`config.mk`:
```
export PLATFORM = sky130hd
export DESIGN_NAME = mem_port_arbiter
export DESIGN_NICKNAME = d
export VERILOG_FILES = /design/src/rtl/mem_port_arbiter.sv
export SDC_FILE = /design/constraint.sdc
export NUM_CORES = 1
export LEC_CHECK = 0
export BUFFER_PORTS_ARGS = -buffer_cell sky130_fd_sc_hd__buf_2
export CORE_MARGIN = 3
export CORE_UTILIZATION = 38
export CTS_BUF_LIST = sky130_fd_sc_hd__clkbuf_8
export DETAILED_ROUTE_END_ITERATION = 16
export GPL_TIMING_DRIVEN = 0
export MAX_ROUTING_LAYER = met4
export PLACE_DENSITY = 0.88
export SYNTH_ARGS = -nofsm -noshare
export SYNTH_HDL_FRONTEND = slang
export SYNTH_SLANG_ARGS = --single-unit
```
`constraint.sdc`:
```
create_clock -name clk -period 2.5 [get_ports clk]
set_clock_uncertainty 0.15 [all_clocks]
set_input_delay 0.375 -clock clk [delete_from_list [all_inputs] [get_ports clk]]
set_output_delay 0.375 -clock clk [all_outputs]
set_load 0.1 [all_outputs]
```
`src/rtl/mem_port_arbiter.sv`:
```
// mem_port_arbiter
//   Shares one memory port between the instruction-fetch requester and the
//   load/store requester. One transaction is held at a time: it is granted in
//   IDLE, latched, presented on mem_* until accepted, and its response is
//   routed back to whichever requester owns it.
//
//   Data wins arbitration by default. After STARVE_LIMIT consecutive data
//   grants with a fetch waiting, the fetch is forced to win the next grant.
//   A writeback flush cancels the response of an in-flight fetch. The memory
//   side still completes that fetch, but the response is dropped.
//
// Ports
//   clk, reset                  clock, asynchronous active-high reset
//   flush                       pipeline flush from writeback
//   inst_req/inst_addr          fetch request in
//   inst_addr_ok                fetch accepted this cycle
//   inst_data_ok/inst_rdata     fetch response
//   data_req/wr/wstrb/addr/wdata  load/store request in
//   data_addr_ok                load/store accepted this cycle
//   data_data_ok/data_rdata     load data / store completion
//   mem_req/wr/wstrb/addr/wdata memory request out
//   mem_addr_ok                 memory accepted the request
//   mem_data_ok/mem_rdata       memory response
//
// state | meaning
// ------+--------------------------------------------------------------
// IDLE  | no transaction held; grants are decided combinationally
// REQ   | mem_req raised with the latched fields, waiting for mem_addr_ok
// WAIT  | memory accepted the request, waiting for mem_data_ok

module mem_port_arbiter #(
    parameter int STARVE_LIMIT = 4
) (
    input  logic        clk,
    input  logic        reset,
    input  logic        flush,

    input  logic        inst_req,
    input  logic [31:0] inst_addr,
    output logic        inst_addr_ok,
    output logic        inst_data_ok,
    output logic [31:0] inst_rdata,

    input  logic        data_req,
    input  logic        data_wr,
    input  logic [3:0]  data_wstrb,
    input  logic [31:0] data_addr,
    input  logic [31:0] data_wdata,
    output logic        data_addr_ok,
    output logic        data_data_ok,
    output logic [31:0] data_rdata,

    output logic        mem_req,
    output logic        mem_wr,
    output logic [3:0]  mem_wstrb,
    output logic [31:0] mem_addr,
    output logic [31:0] mem_wdata,
    input  logic        mem_addr_ok,
    input  logic        mem_data_ok,
    input  logic [31:0] mem_rdata
);

    typedef enum logic [1:0] {
        IDLE = 2'd0,
        REQ  = 2'd1,
        WAIT = 2'd2
    } state_t;

    localparam logic [3:0] LIMIT = 4'(STARVE_LIMIT);

    state_t      state;
    state_t      state_nxt;

    logic        owner_data;
    logic        cancel;
    logic [3:0]  starve_cnt;
    logic        wr_q;
    logic [3:0]  wstrb_q;
    logic [31:0] addr_q;
    logic [31:0] wdata_q;

    logic        force_inst;
    logic        data_grant;
    logic        inst_grant;

    assign force_inst = inst_req && (starve_cnt == LIMIT);

    always_ff @(posedge clk or posedge reset) begin
        if (reset) begin
            state <= IDLE;
        end else begin
            state <= state_nxt;
        end
    end

    always_comb begin
        state_nxt    = state;
        data_grant   = 1'b0;
        inst_grant   = 1'b0;
        mem_req      = 1'b0;
        inst_data_ok = 1'b0;
        data_data_ok = 1'b0;
        case (state)
            IDLE: begin
                data_grant = data_req && !force_inst;
                inst_grant = inst_req && !flush && (!data_req || force_inst);
                if (data_grant || inst_grant) begin
                    state_nxt = REQ;
                end
            end
            REQ: begin
                // Held until accepted, even under flush: the memory side
                // cannot take a request back.
                mem_req = 1'b1;
                if (mem_addr_ok) begin
                    state_nxt = WAIT;
                end
            end
            WAIT: begin
                if (mem_data_ok) begin
                    state_nxt    = IDLE;
                    data_data_ok = owner_data;
                    // A flush arriving with the final beat also kills it.
                    inst_data_ok = !owner_data && !cancel && !flush;
                end
            end
            default: begin
                state_nxt = IDLE;
            end
        endcase
    end

    assign inst_addr_ok = inst_grant;
    assign data_addr_ok = data_grant;

    // Latched request fields; an inst grant carries no write data.
    always_ff @(posedge clk or posedge reset) begin
        if (reset) begin
            owner_data <= 1'b0;
            wr_q       <= 1'b0;
            wstrb_q    <= 4'd0;
            addr_q     <= 32'd0;
            wdata_q    <= 32'd0;
        end else if (data_grant) begin
            owner_data <= 1'b1;
            wr_q       <= data_wr;
            wstrb_q    <= data_wstrb;
            addr_q     <= data_addr;
            wdata_q    <= data_wdata;
        end else if (inst_grant) begin
            owner_data <= 1'b0;
            wr_q       <= 1'b0;
            wstrb_q    <= 4'd0;
            addr_q     <= inst_addr;
            wdata_q    <= 32'd0;
        end
    end

    // Completion clears cancel ahead of a same-cycle flush so the next fetch
    // starts clean; the suppression of that final beat is done in the FSM.
    always_ff @(posedge clk or posedge reset) begin
        if (reset) begin
            cancel <= 1'b0;
        end else if (state == WAIT && mem_data_ok) begin
            cancel <= 1'b0;
        end else if (flush && !owner_data && (state == REQ || state == WAIT)) begin
            cancel <= 1'b1;
        end
    end

    // Counts data grants that bypassed a waiting fetch; only IDLE cycles
    // matter since grants are only made there.
    always_ff @(posedge clk or posedge reset) begin
        if (reset) begin
            starve_cnt <= 4'd0;
        end else if (state == IDLE) begin
            if (inst_grant || !inst_req) begin
                starve_cnt <= 4'd0;
            end else if (data_grant && starve_cnt != LIMIT) begin
                starve_cnt <= starve_cnt + 4'd1;
            end
        end
    end

    assign mem_wr     = wr_q;
    assign mem_wstrb  = wstrb_q;
    assign mem_addr   = addr_q;
    assign mem_wdata  = wdata_q;

    assign inst_rdata = mem_rdata;
    assign data_rdata = mem_rdata;

endmodule
```
After elaboration in Yosys (flattened, before gate mapping)
Cells that the tools add are included.
{"block": "classes", "addsub": 1, "n_eq_ne": 7, "mux": 24, "reduce_logical": 26}
{"operator": "32-bit two-way mux", "count": 4}
{"operator": "4-bit two-way mux", "count": 4}
{"operator": "1-bit two-way mux", "count": 12}
{"operator": "1-bit logical AND", "count": 10}
{"operator": "1-bit zero test", "count": 6}
{"operator": "2-bit two-way mux", "count": 3}
{"operator": "2-bit != test, second input constant", "count": 3}
{"operator": "2-bit one-hot mux with 3 select lines", "count": 1}
{"operator": "2-bit nonzero test", "count": 3}
{"operator": "4-bit by 1-bit adder with 4-bit output, second input constant", "count": 1}
{"operator": "4-bit by 3-bit == test with 1-bit output, second input constant", "count": 1}
{"operator": "1-bit logical OR", "count": 4}
{"operator": "4-bit by 3-bit != test with 1-bit output, second input constant", "count": 1}
{"operator": "3-bit AND reduction", "count": 1}
{"operator": "2-bit by 1-bit == test with 1-bit output, second input constant", "count": 1}
{"operator": "2-bit == test, second input constant", "count": 1}
{"operator": "2-bit zero test", "count": 1}
{"operator": "2-bit AND reduction", "count": 1}
{"block": "totals", "regBits": 77, "output_inout_bits": 138, "elab_cells": 66}

Depth between registers and ports, before layout
{"block": "depth", "word_depth": 8, "ltp_mapped": 9}

Worst setup path after synthesis
No wires, ideal clock.
{"block": "synth_timing", "kind": "flip-flop to output port", "startpoint": "register state[0]", "endpoint": "output inst_data_ok", "t_arrival_ps": 3509, "setup_slack_ps": -1534, "stages_incl_launch_ff": 5, "n_path_buf": 0, "path_cell_list": "dfrtp_1 -> inv_1 -> ha_1 -> nand2_1 -> nor4_1"}
{"block": "synth_between", "elab_chain_cells": 2}
{"element": "from (decl)", "line_no": "71", "rtl": "state_t state;"}
{"element": "from (signal assigned)", "line_no": "92", "rtl": "state <= state_nxt;"}
{"element": "2-bit == test", "line_no": "103", "rtl": "case (state)"}
{"element": "1-bit two-way mux", "line_no": "103"}
{"element": "to (decl)", "line_no": "41", "rtl": "output logic inst_data_ok,"}
Every way passes these cells.

Worst setup path after layout
{"block": "layout_timing", "startpoint": "register state[0]", "endpoint": "output data_addr_ok"}
{"block": "layout_between", "elab_chain_cells": 2}
{"element": "2-bit zero test", "line_no": "103"}
{"element": "1-bit two-way mux", "line_no": "103"}
{"element": "to (decl)", "line_no": "49", "rtl": "output logic data_addr_ok,"}
Every way passes these cells.

==> reports/qor.yml <==
vias_per_cell: 4.69
critPathKind: "flip-flop to output port"
synth-seq-cells: 77
fp-row-count: 36
core_area_um2: 9820
avgSynthCellArea_um2: 9.80
cts-htree-levels: 3
port_buffers: 245
fin_crit_ps: 2380
diodes: 0
fin_crit_sh: 0.952
path_clk_slew_ps: 90
hold_ws_ps: 90.6
wl_per_cell_um: 14.4
cts_max_path_buffers: 2
yosysTopAreaCellShare: 0.499
crit_path_max_fanout: 19
clk_latency_ps: 330
min_to: "mem_wdata[8]"
yosys-top-cells-area: "dfrtp_1 (50%), buf_4 (12%), a221o_1 (8.3%)"
synthCells: 394
arrival_ps: 1850
final_max_slew_viol_count: 0
worst_ep_required_time_ps: 1980
cts.sinks: 77
max_cap_viol_count: 0
place_hpwl_um: 9130
nFillCells: 889
grt_overflow: 0
postRouteAntennaNets: 0
yosys_warnings: 0
rr_startpoint: "state[0]"
grt_pass1_wl_um: 18000
hold_path.class: "input pin to flip-flop"
die_x_um: 107
fmaxAchievable_ghz: 0.420
numCtsBuffers: 9
drtPass1Iterations: 4
worst_pin_slew_ps: 500
first_global_vias: 3821
drc: 0
slew_headroom: 0.669
chipHeight_um: 107
grt_max_degree: 41
die_area_um2: 11400
num-nets-final: 803
synth_edf_count: 0
vias: 3736
r2r_end: "mem_addr[13]"
design_area_um2: 5610
cts_tree: "done"
async_flop_share: 1.00
hold_start: "data_wdata[8]"
synth_most_common_cell: "nand2_1"
start_util: 0.393
root_buffer: "clkbuf_8"
area_growth_pct: 45.2
crit_chain: "inv_1 -> ha_1 -> buf_4 -> nand2_1 -> nor2_4 -> buf_4 -> buf_8"
yosys-top-cells-count: "nand2_1 (81), dfrtp_1 (77), buf_4 (64), o21ai_0 (42)"
status: "finished clean"
worst_setup_path_start_kind: "flip-flop"
final-setup-viol-count: 0
gp_congestion: 0.733
rrSetupSlack_ps: 310
synth_cell_types: 31
endpoint_kind: "output port"
hold_viol: 0
worst-path-buf-inv: 4
worstRegToRegCells: 9
crit_path_frequent_cell: "buf_4"
synth_ff_type: "dfrtp_1"
utilization: 0.571
crit_family: "buffers and inverters"
syn_area_um2: 3860
drt-initial-drc-count: 198
holdPathStages: 3
ys_seq_area_frac: 0.499
synth_fp_nets: 539
cpMaxStageDelayCell: "dfrtp_1"
totalWireLength_um: 11500
antenna_found_initial: 0
grtUsageTotal: 0.199
synth_top_area_cell: "dfrtp_1"
drive_gt1_frac: 0.534
grt_setup_unrepaired: "false"
cp_slowest_stage_delay_ps: 410
place_area_um2: 5290
boundaryPins: 278
[how the worst max path moves through the flow]
stage	from	to	slack (ps)	cells after the start
finish	state[0]	data_addr_ok	120	7
global route	state[1]	data_addr_ok	1	7
CTS	starve_cnt[1]	inst_addr_ok	10	7
detailed placement	starve_cnt[0]	data_addr_ok	-390	7
global placement	reset	mem_wdata[18]	-790	2
floorplan	state[0]	data_data_ok	-9	4
[layer usage]
layer | global-route usage | vias to the layer above | share of wire
met5 | - | - | 0
met4 | 0.0502 | 0 | 0.0068
met2 | 0.351 | 188 | 0.52
met3 | 0.0391 | 11 | 0.076
met1 | 0.236 | 1740 | 0.40
li1 | - | 1797 | -
[flip-flops by register name, summed over array words and instances, names as in the netlist]
register / count
mem_wstrb: 4
owner_data: 1
mem_wdata: 32
starve_cnt: 4
mem_addr: 32
state: 2
cancel: 1
mem_wr: 1
[layout by cell type (no fill, tap or decap), drive strengths merged, types with 2 or more instances in the layout]
master	instances
a21oi	3
clkinvlp	2
nand3	2
o22ai	2
a31oi	2
o21ai	42
and2	33
nand2	81
ha	5
nor2	5
a221o	32
nand2b	2
inv	13
buf	330
dfrtp	77
clkbuf	18
[repair_timing]
item                                   4_1_cts  5_1_grt
buffers inserted                             3        5
endpoints found under the hold margin       37        0
setup endpoints to repair                    2        1
resized for setup                           11        3
hold buffers                                 1        0
pin swaps                                    2        0
[through the flow]
step	setup TNS [ps]	cells	worst slack, ps
final	0	796	120
after global routing	0	796	1.21
after CTS	0	791	10.2
after detailed placement	-438	773	-391
after global placement	-61190	772	-794
after floorplan	-8.69	394	-8.69
[final cells by class]
class,instances,area (µm²),area share
clock buffers,9,124,0.0221
clock inverters,7,82.6,0.0147
repair buffers,255,1350,0.241
multi-input cells,220,1310,0.234
inverters,10,40.0,0.00714
flip-flops and latches,77,1930,0.344
plain buffers,85,607,0.108
well taps,133,166,0.0297
[worst register-to-register path, delay by kind of cell (launching register included)]
family	cells	cell delay, ps
simple gates	3	500
buf+inv	4	710
fa+ha+maj	1	200
flops	1	380
compound gates	1	180
[logic make-up after synthesis]
family | Yosys count | share of synthesized area
flops | 77 | 0.499
simple gates | 129 | 0.158
buf+inv | 97 | 0.167
compound gates | 85 | 0.157
mux | 1 | 0.00259
fa+ha+maj | 5 | 0.0162
Power is left out: the tool's default activity adds up to more than one toggle a clock period on the data nets, which glitch-free logic cannot reach.
